$ cat src/rtl/alu_seq_pkg.sv
// Shared opcode constants, FSM state type and legality helper for the sequential ALU.
package alu_pkg;

  localparam logic [3:0] OP_ADD = 4'd0;
  localparam logic [3:0] OP_SUB = 4'd1;
  localparam logic [3:0] OP_AND = 4'd2;
  localparam logic [3:0] OP_XOR = 4'd3;
  localparam logic [3:0] OP_SHL = 4'd4;
  localparam logic [3:0] OP_SHR = 4'd5;
  localparam logic [3:0] OP_SAR = 4'd6;
  localparam logic [3:0] OP_MUL = 4'd7;

  typedef enum logic [1:0] {
    IDLE = 2'd0,
    MUL  = 2'd1,
    DONE = 2'd2
  } state_t;

  // Codes 8..15 are reserved.
  function automatic logic is_legal(input logic [3:0] fun);
    return (fun[3] == 1'b0);
  endfunction

endpackage

$ cat src/rtl/alu_seq_if.sv
// Operand/result handshake bundle between the execute stage and alu_seq.
interface alu_seq_if #(parameter int WIDTH = 32);
  logic             in_valid;
  logic             in_ready;
  logic [WIDTH-1:0] aluA;
  logic [WIDTH-1:0] aluB;
  logic [3:0]       alufun;
  logic             set_cc;
  logic             out_valid;
  logic             out_ready;
  logic [WIDTH-1:0] valE;
  logic             err;
  logic             cc_zf;
  logic             cc_sf;
  logic             cc_of;

  modport master (
    output in_valid, aluA, aluB, alufun, set_cc, out_ready,
    input  in_ready, out_valid, valE, err, cc_zf, cc_sf, cc_of
  );

  modport slave (
    input  in_valid, aluA, aluB, alufun, set_cc, out_ready,
    output in_ready, out_valid, valE, err, cc_zf, cc_sf, cc_of
  );
endinterface

$ cat src/rtl/alu_seq_mul.sv
// Shift-add multiplier: one partial product per cycle, WIDTH steps, low half kept.
module alu_mul_seq
  import alu_pkg::*;
#(
  parameter int WIDTH = 32
) (
  input  logic             clk,
  input  logic             rst,
  input  logic             start,
  input  logic [WIDTH-1:0] a,
  input  logic [WIDTH-1:0] b,
  output logic             done,
  output logic [WIDTH-1:0] product
);

  localparam int CW = $clog2(WIDTH) + 1;

  logic [WIDTH-1:0] a_q, a_d;
  logic [WIDTH-1:0] b_q, b_d;
  logic [WIDTH-1:0] acc_q, acc_d;
  logic [CW-1:0]    cnt_q, cnt_d;

  always_comb begin
    a_d   = a_q;
    b_d   = b_q;
    acc_d = acc_q;
    cnt_d = cnt_q;
    if (start) begin
      a_d   = a;
      b_d   = b;
      acc_d = '0;
      cnt_d = CW'(WIDTH);
    end else if (cnt_q != '0) begin
      if (b_q[0]) acc_d = acc_q + a_q;
      a_d   = a_q << 1;
      b_d   = b_q >> 1;
      cnt_d = cnt_q - CW'(1);
    end
  end

  always_ff @(posedge clk or posedge rst) begin
    if (rst) begin
      a_q   <= '0;
      b_q   <= '0;
      acc_q <= '0;
      cnt_q <= '0;
    end else begin
      a_q   <= a_d;
      b_q   <= b_d;
      acc_q <= acc_d;
      cnt_q <= cnt_d;
    end
  end

  // High during the final step; the product is complete at the following edge.
  assign done    = (cnt_q == CW'(1));
  assign product = acc_q;

endmodule

$ cat src/rtl/alu_seq.sv
// Registered ALU with valid/ready handshakes, multi-cycle multiply and registered condition codes.
module alu_seq
  import alu_pkg::*;
#(
  parameter int WIDTH = 32,
  parameter int SHW   = $clog2(WIDTH)
) (
  input logic      clk,
  input logic      rst,
  alu_seq_if.slave bus
);

  state_t           state_q, state_d;
  logic             out_valid_q, out_valid_d;
  logic [WIDTH-1:0] valE_q, valE_d;
  logic             err_q, err_d;
  logic             zf_q, zf_d, sf_q, sf_d, of_q, of_d;
  logic             mul_cc_q, mul_cc_d;

  logic             in_ready, accept, mul_start, mul_done;
  logic [WIDTH-1:0] product, res;
  logic [SHW-1:0]   shamt;
  logic             ovf;

  assign shamt    = bus.aluB[SHW-1:0];
  assign in_ready = (state_q == IDLE) && (!out_valid_q || bus.out_ready);
  assign accept   = bus.in_valid && in_ready;

  always_comb begin
    res = '0;
    ovf = 1'b0;
    case (bus.alufun)
      OP_ADD: begin
        res = bus.aluA + bus.aluB;
        ovf = (bus.aluA[WIDTH-1] == bus.aluB[WIDTH-1]) && (res[WIDTH-1] != bus.aluA[WIDTH-1]);
      end
      OP_SUB: begin
        res = bus.aluA - bus.aluB;
        ovf = (bus.aluA[WIDTH-1] != bus.aluB[WIDTH-1]) && (res[WIDTH-1] != bus.aluA[WIDTH-1]);
      end
      OP_AND:  res = bus.aluA & bus.aluB;
      OP_XOR:  res = bus.aluA ^ bus.aluB;
      OP_SHL:  res = bus.aluA << shamt;
      OP_SHR:  res = bus.aluA >> shamt;
      OP_SAR:  res = $signed(bus.aluA) >>> shamt;
      default: res = '0;
    endcase
  end

  always_comb begin
    state_d     = state_q;
    out_valid_d = out_valid_q && !bus.out_ready;
    valE_d      = valE_q;
    err_d       = err_q;
    zf_d        = zf_q;
    sf_d        = sf_q;
    of_d        = of_q;
    mul_cc_d    = mul_cc_q;
    mul_start   = 1'b0;
    case (state_q)
      IDLE: begin
        if (accept) begin
          if (bus.alufun == OP_MUL) begin
            mul_start = 1'b1;
            mul_cc_d  = bus.set_cc;
            state_d   = MUL;
          end else begin
            out_valid_d = 1'b1;
            valE_d      = is_legal(bus.alufun) ? res : '0;
            err_d       = !is_legal(bus.alufun);
            if (bus.set_cc && is_legal(bus.alufun)) begin
              zf_d = (res == '0);
              sf_d = res[WIDTH-1];
              of_d = ovf;
            end
          end
        end
      end
      MUL: begin
        if (mul_done) state_d = DONE;
      end
      DONE: begin
        if (!out_valid_q || bus.out_ready) begin
          out_valid_d = 1'b1;
          valE_d      = product;
          err_d       = 1'b0;
          if (mul_cc_q) begin
            zf_d = (product == '0);
            sf_d = product[WIDTH-1];
            of_d = 1'b0;
          end
          state_d = IDLE;
        end
      end
      default: state_d = IDLE;
    endcase
  end

  always_ff @(posedge clk or posedge rst) begin
    if (rst) begin
      state_q     <= IDLE;
      out_valid_q <= 1'b0;
      valE_q      <= '0;
      err_q       <= 1'b0;
      zf_q        <= 1'b1;
      sf_q        <= 1'b0;
      of_q        <= 1'b0;
      mul_cc_q    <= 1'b0;
    end else begin
      state_q     <= state_d;
      out_valid_q <= out_valid_d;
      valE_q      <= valE_d;
      err_q       <= err_d;
      zf_q        <= zf_d;
      sf_q        <= sf_d;
      of_q        <= of_d;
      mul_cc_q    <= mul_cc_d;
    end
  end

  alu_mul_seq #(.WIDTH(WIDTH)) u_mul (
    .clk     (clk),
    .rst     (rst),
    .start   (mul_start),
    .a       (bus.aluA),
    .b       (bus.aluB),
    .done    (mul_done),
    .product (product)
  );

  assign bus.in_ready  = in_ready;
  assign bus.out_valid = out_valid_q;
  assign bus.valE      = valE_q;
  assign bus.err       = err_q;
  assign bus.cc_zf     = zf_q;
  assign bus.cc_sf     = sf_q;
  assign bus.cc_of     = of_q;

endmodule

$ cat src/flat_wrapper.sv
// flat-port wrapper written by rule: the top's interface ports become plain ports
module alu_seq_flat import alu_pkg::*;
#(
  parameter int WIDTH = 32,
  parameter int SHW   = $clog2(WIDTH)
)
  (clk, rst, bus_in_valid, bus_aluA, bus_aluB, bus_alufun, bus_set_cc, bus_out_ready, bus_in_ready, bus_out_valid, bus_valE, bus_err, bus_cc_zf, bus_cc_sf, bus_cc_of);
  alu_seq_if #(.WIDTH(WIDTH)) bus_i ();
  input logic clk;
  input logic rst;
  input wire logic [$bits(bus_i.in_valid)-1:0] bus_in_valid;
  input wire logic [$bits(bus_i.aluA)-1:0] bus_aluA;
  input wire logic [$bits(bus_i.aluB)-1:0] bus_aluB;
  input wire logic [$bits(bus_i.alufun)-1:0] bus_alufun;
  input wire logic [$bits(bus_i.set_cc)-1:0] bus_set_cc;
  input wire logic [$bits(bus_i.out_ready)-1:0] bus_out_ready;
  output wire logic [$bits(bus_i.in_ready)-1:0] bus_in_ready;
  output wire logic [$bits(bus_i.out_valid)-1:0] bus_out_valid;
  output wire logic [$bits(bus_i.valE)-1:0] bus_valE;
  output wire logic [$bits(bus_i.err)-1:0] bus_err;
  output wire logic [$bits(bus_i.cc_zf)-1:0] bus_cc_zf;
  output wire logic [$bits(bus_i.cc_sf)-1:0] bus_cc_sf;
  output wire logic [$bits(bus_i.cc_of)-1:0] bus_cc_of;
  assign bus_i.in_valid = bus_in_valid;
  assign bus_i.aluA = bus_aluA;
  assign bus_i.aluB = bus_aluB;
  assign bus_i.alufun = bus_alufun;
  assign bus_i.set_cc = bus_set_cc;
  assign bus_i.out_ready = bus_out_ready;
  assign bus_in_ready = bus_i.in_ready;
  assign bus_out_valid = bus_i.out_valid;
  assign bus_valE = bus_i.valE;
  assign bus_err = bus_i.err;
  assign bus_cc_zf = bus_i.cc_zf;
  assign bus_cc_sf = bus_i.cc_sf;
  assign bus_cc_of = bus_i.cc_of;
  alu_seq #(.WIDTH(WIDTH), .SHW(SHW)) u_core (.clk(clk), .rst(rst), .bus(bus_i));
endmodule
$ cat config.mk
export PLATFORM = sky130hd
export DESIGN_NAME = alu_seq_flat
export DESIGN_NICKNAME = d
export VERILOG_FILES = /design/src/rtl/alu_seq_pkg.sv /design/src/rtl/alu_seq_if.sv /design/src/rtl/alu_seq_mul.sv /design/src/rtl/alu_seq.sv /design/src/flat_wrapper.sv
export SDC_FILE = /design/constraint.sdc
export NUM_CORES = 1
export LEC_CHECK = 0
export CAP_MARGIN = 20
export CORE_MARGIN = 2
export CORE_UTILIZATION = 49
export DETAILED_ROUTE_END_ITERATION = 10
export GPL_TIMING_DRIVEN = 0
export PLACE_DENSITY = 0.68
export SETUP_SLACK_MARGIN = 0.2
export SLEW_MARGIN = 20
export SYNTH_ARGS = -nofsm -noshare
export SYNTH_HDL_FRONTEND = slang
export SYNTH_SLANG_ARGS = --single-unit
$ cat constraint.sdc
create_clock -name clk -period 6.4 [get_ports clk]
set_input_delay 0.96 -clock clk [delete_from_list [all_inputs] [get_ports clk]]
set_output_delay 0.96 -clock clk [all_outputs]
set_load 0.05 [all_outputs]
==> flow_summary.ini <==
[floorplanning]
start_util = 0.495
die_w_um = 185
dieHeight_um = 185
fp.dieArea_mm2 = 0.0342
rows = 66
ioPinCount = 111
core_area_mm2 = 0.0324

[sta]
hold_viol = 0
final.period_utilization = 0.955
fin_skew_ps = 10.3
relSlewSlack = 0.171
hold_ws_ps = 480
max_freq_ghz = 0.164
finalSetupViolations = 0
finalSetupTns_ps = 0
setup_slack_ps = 290
rsz0062_at_grt = no
finalCriticalPeriod_ps = 6110
max_slew.worst_pin.slew_ps = 1240
slew_violations = 0

[synth]
synthCells = 2012
syn_area_per_cell_um2 = 7.96
synth_warnings = 0
synth.distinct_cells = 88
netlist_area_mm2 = 0.0160
synth_seq_cells = 142
seq_area_frac_synth = 0.222
synth_edf_count = 0
synth_flop_cell = dfrtp_1
async_flop_share = 1.00
syn-num-nets = 2186

[drt]
avgRoutedWirePerCell_um = 30.4
drt_wl_total_um = 78900
first_pass_iters = 8
routed_via_density = 7.01
drc = 0
ant_nets = 0
drt_iter0_markers = 2543
vias = 18200

[cts]
cts.path.max_buffers = 2
numCtsBuffers = 17
cts-root-buf = clkbuf_16
cts_tree = built
post_cts_buffers = 0
clk_pin_slew_ps = 60
cts_sinks = 142
clkLatencyLatePin_ps = 460
cts_htree_levels = 4

[placed_design]
hpwl_um = 61200
gp_congestion = 1.12
placed_area_mm2 = 0.0177
io_buffers = 109
place_worst_setup_slack_ps = -529

[final_layout]
fin_nets = 2315
final_cell_mix = 235 x nand2_1, 206 x o21ai_0, 141 x dfrtp_1
mostFrequentLayoutCell = nand2_1
fillers = 3054
design_area_mm2 = 0.0183
area_growth_syn_to_layout_pct = 14.3
drive_above_1_share = 0.0715

[outcome]
status = complete, no violations

[grt]
grt_max_degree = 77
grt_pass1_vias = 17400
overflow = 0
grt_antenna_before_repair = 2
grt.total_usage = 0.461
grt_first_pass_wirelength_um = 114000

[power_and_ir_drop]
cellLeakagePower_nw = 8.06
irDropWorstVdd_uv = 313
p_per_area_mw_per_mm2 = 300

[critical_path]
crit_type = in2reg
crit_fanout = 11
cp-start-kind = primary input
crit_path_end_kind = register
cp.arrival_ps = 6480
critPathRequiredTime_ps = 6770

[run]
drv_cap = 0

[hold_path]
min_path_type = reg2reg
## per-layer routing
metal / routed length, um / vias to the layer above / global-route usage
met3: 9440 / 348 / 0.131
met5: 0 / - / 0
li1: - / 7815 / -
met4: 6220 / 0 / 0.304
met2: 33400 / 1326 / 0.697
met1: 29800 / 8726 / 0.575
## critical path: stages
cell and delay, ps:
clkdlybuf4s50_1 490, buf_2 250, inv_1 190, buf_2 350, clkbuf_4 350, clkbuf_4 330
ha_1 300, nand2b_1 170, a2111o_1 450, a21oi_1 340, o22ai_1 190, a221oi_1 360
a21oi_1 120, a2111oi_2 560, nand4_1 230, nor4_1 450, nand4_1 170, o31ai_2 200
## path summary, 6_finish.rpt
kind                                 startpoint                   end  slack, ps  cells after the start
hold / removal                   u_core.bus.err        u_core.bus.err        480                      2
min in group asynchronous                   rst  u_core.u_mul.a_q[11]        980                      2
setup / recovery                    bus_aluB[1]      u_core.bus.cc_zf        290                     18
max in group asynchronous                   rst      u_core.bus.cc_zf       4610                      3
hold reg to reg                  u_core.bus.err        u_core.bus.err        480                      2
setup reg to reg           u_core.bus.out_valid   u_core.u_mul.b_q[2]       2520                      8
## power breakdown
group          switching [W]  internal [W]  total, W
registers           0.000336       0.00124   0.00157
logic                0.00187       0.00104   0.00291
clock network       0.000451      0.000565   0.00102
## flip-flops by register name, indices dropped and copies added, names as in the netlist
signal,count
u_core.bus.out_valid,1
u_core.bus.cc_sf,1
u_core.bus.valE,32
u_core.u_mul.b_q,32
u_core.bus.cc_zf,1
u_core.u_mul.a_q,32
u_core.u_mul.product,32
u_core.state_q,2
u_core.u_mul.cnt_q,6
u_core.mul_cc_q,1
u_core.bus.err,1
u_core.bus.cc_of,1
## area by class of cell
type                            instances  area [um2]  share of cell area
Inverter                               82         315              0.0172
Buffer                                141         609              0.0333
Clock inverter                         12         123             0.00669
Sequential cell                       142        3550               0.194
Tap cell                              442         553              0.0302
Multi-Input combinational cell       1646       11600               0.632
Clock buffer                           20         457              0.0249
Timing Repair Buffer                  111        1120              0.0613
Antenna cell                            1        2.50            0.000137
## cell families (layout without fill, tap and decap cells)
| family | count (synthesis) | count (layout) | synth area share |
|---|---|---|---|
| flip-flops | 142 | 142 | 0.222 |
| XOR/XNOR | 43 | 43 | 0.0235 |
| AND/OR/NAND/NOR | 618 | 618 | 0.181 |
| multiplexers | 195 | 195 | 0.155 |
| other | 0 | 1 | 0 |
| AO/OA/AOI/OAI | 689 | 689 | 0.282 |
| adder cells (fa/ha/maj) | 101 | 101 | 0.0803 |
| buffers and inverters | 224 | 366 | 0.0569 |
## synth_stat cells (20+ instances only)
cell	count	area share
nand2_1	235	0.055
o21ai_0	207	0.065
dfrtp_1	141	0.22
a21oi_1	140	0.044
nor2_1	140	0.033
mux2i_1	135	0.084
clkbuf_1	99	0.023
ha_1	98	0.077
inv_1	79	0.019
nor3_1	43	0.013
mux4_2	40	0.056
nand3_1	36	0.011
a21o_1	35	0.016
o211ai_1	31	0.015
a211oi_1	30	0.014
nor2b_1	29	0.011
nor4_1	27	0.011
xnor2_1	24	0.013
o31ai_1	22	0.010
nand2b_1	21	0.0082
buf_2	20	0.0062
o22ai_1	20	0.0078
## timing repair
item | in CTS | in global routing
hold buffers | 0 | 0
endpoints found under the setup margin | 1 | 7
gates resized for setup | 2 | 8
## metrics by stage
stage,std cells,util,total power (W)
floorplan,2012,-,0.00338
CTS,2596,0.565,0.00541
finish,2597,0.566,0.00550
detailed placement,2565,0.547,0.00438
global route,2596,0.566,0.00576
global placement,2563,0.546,0.00430
(Power assumes the default switching activity.)
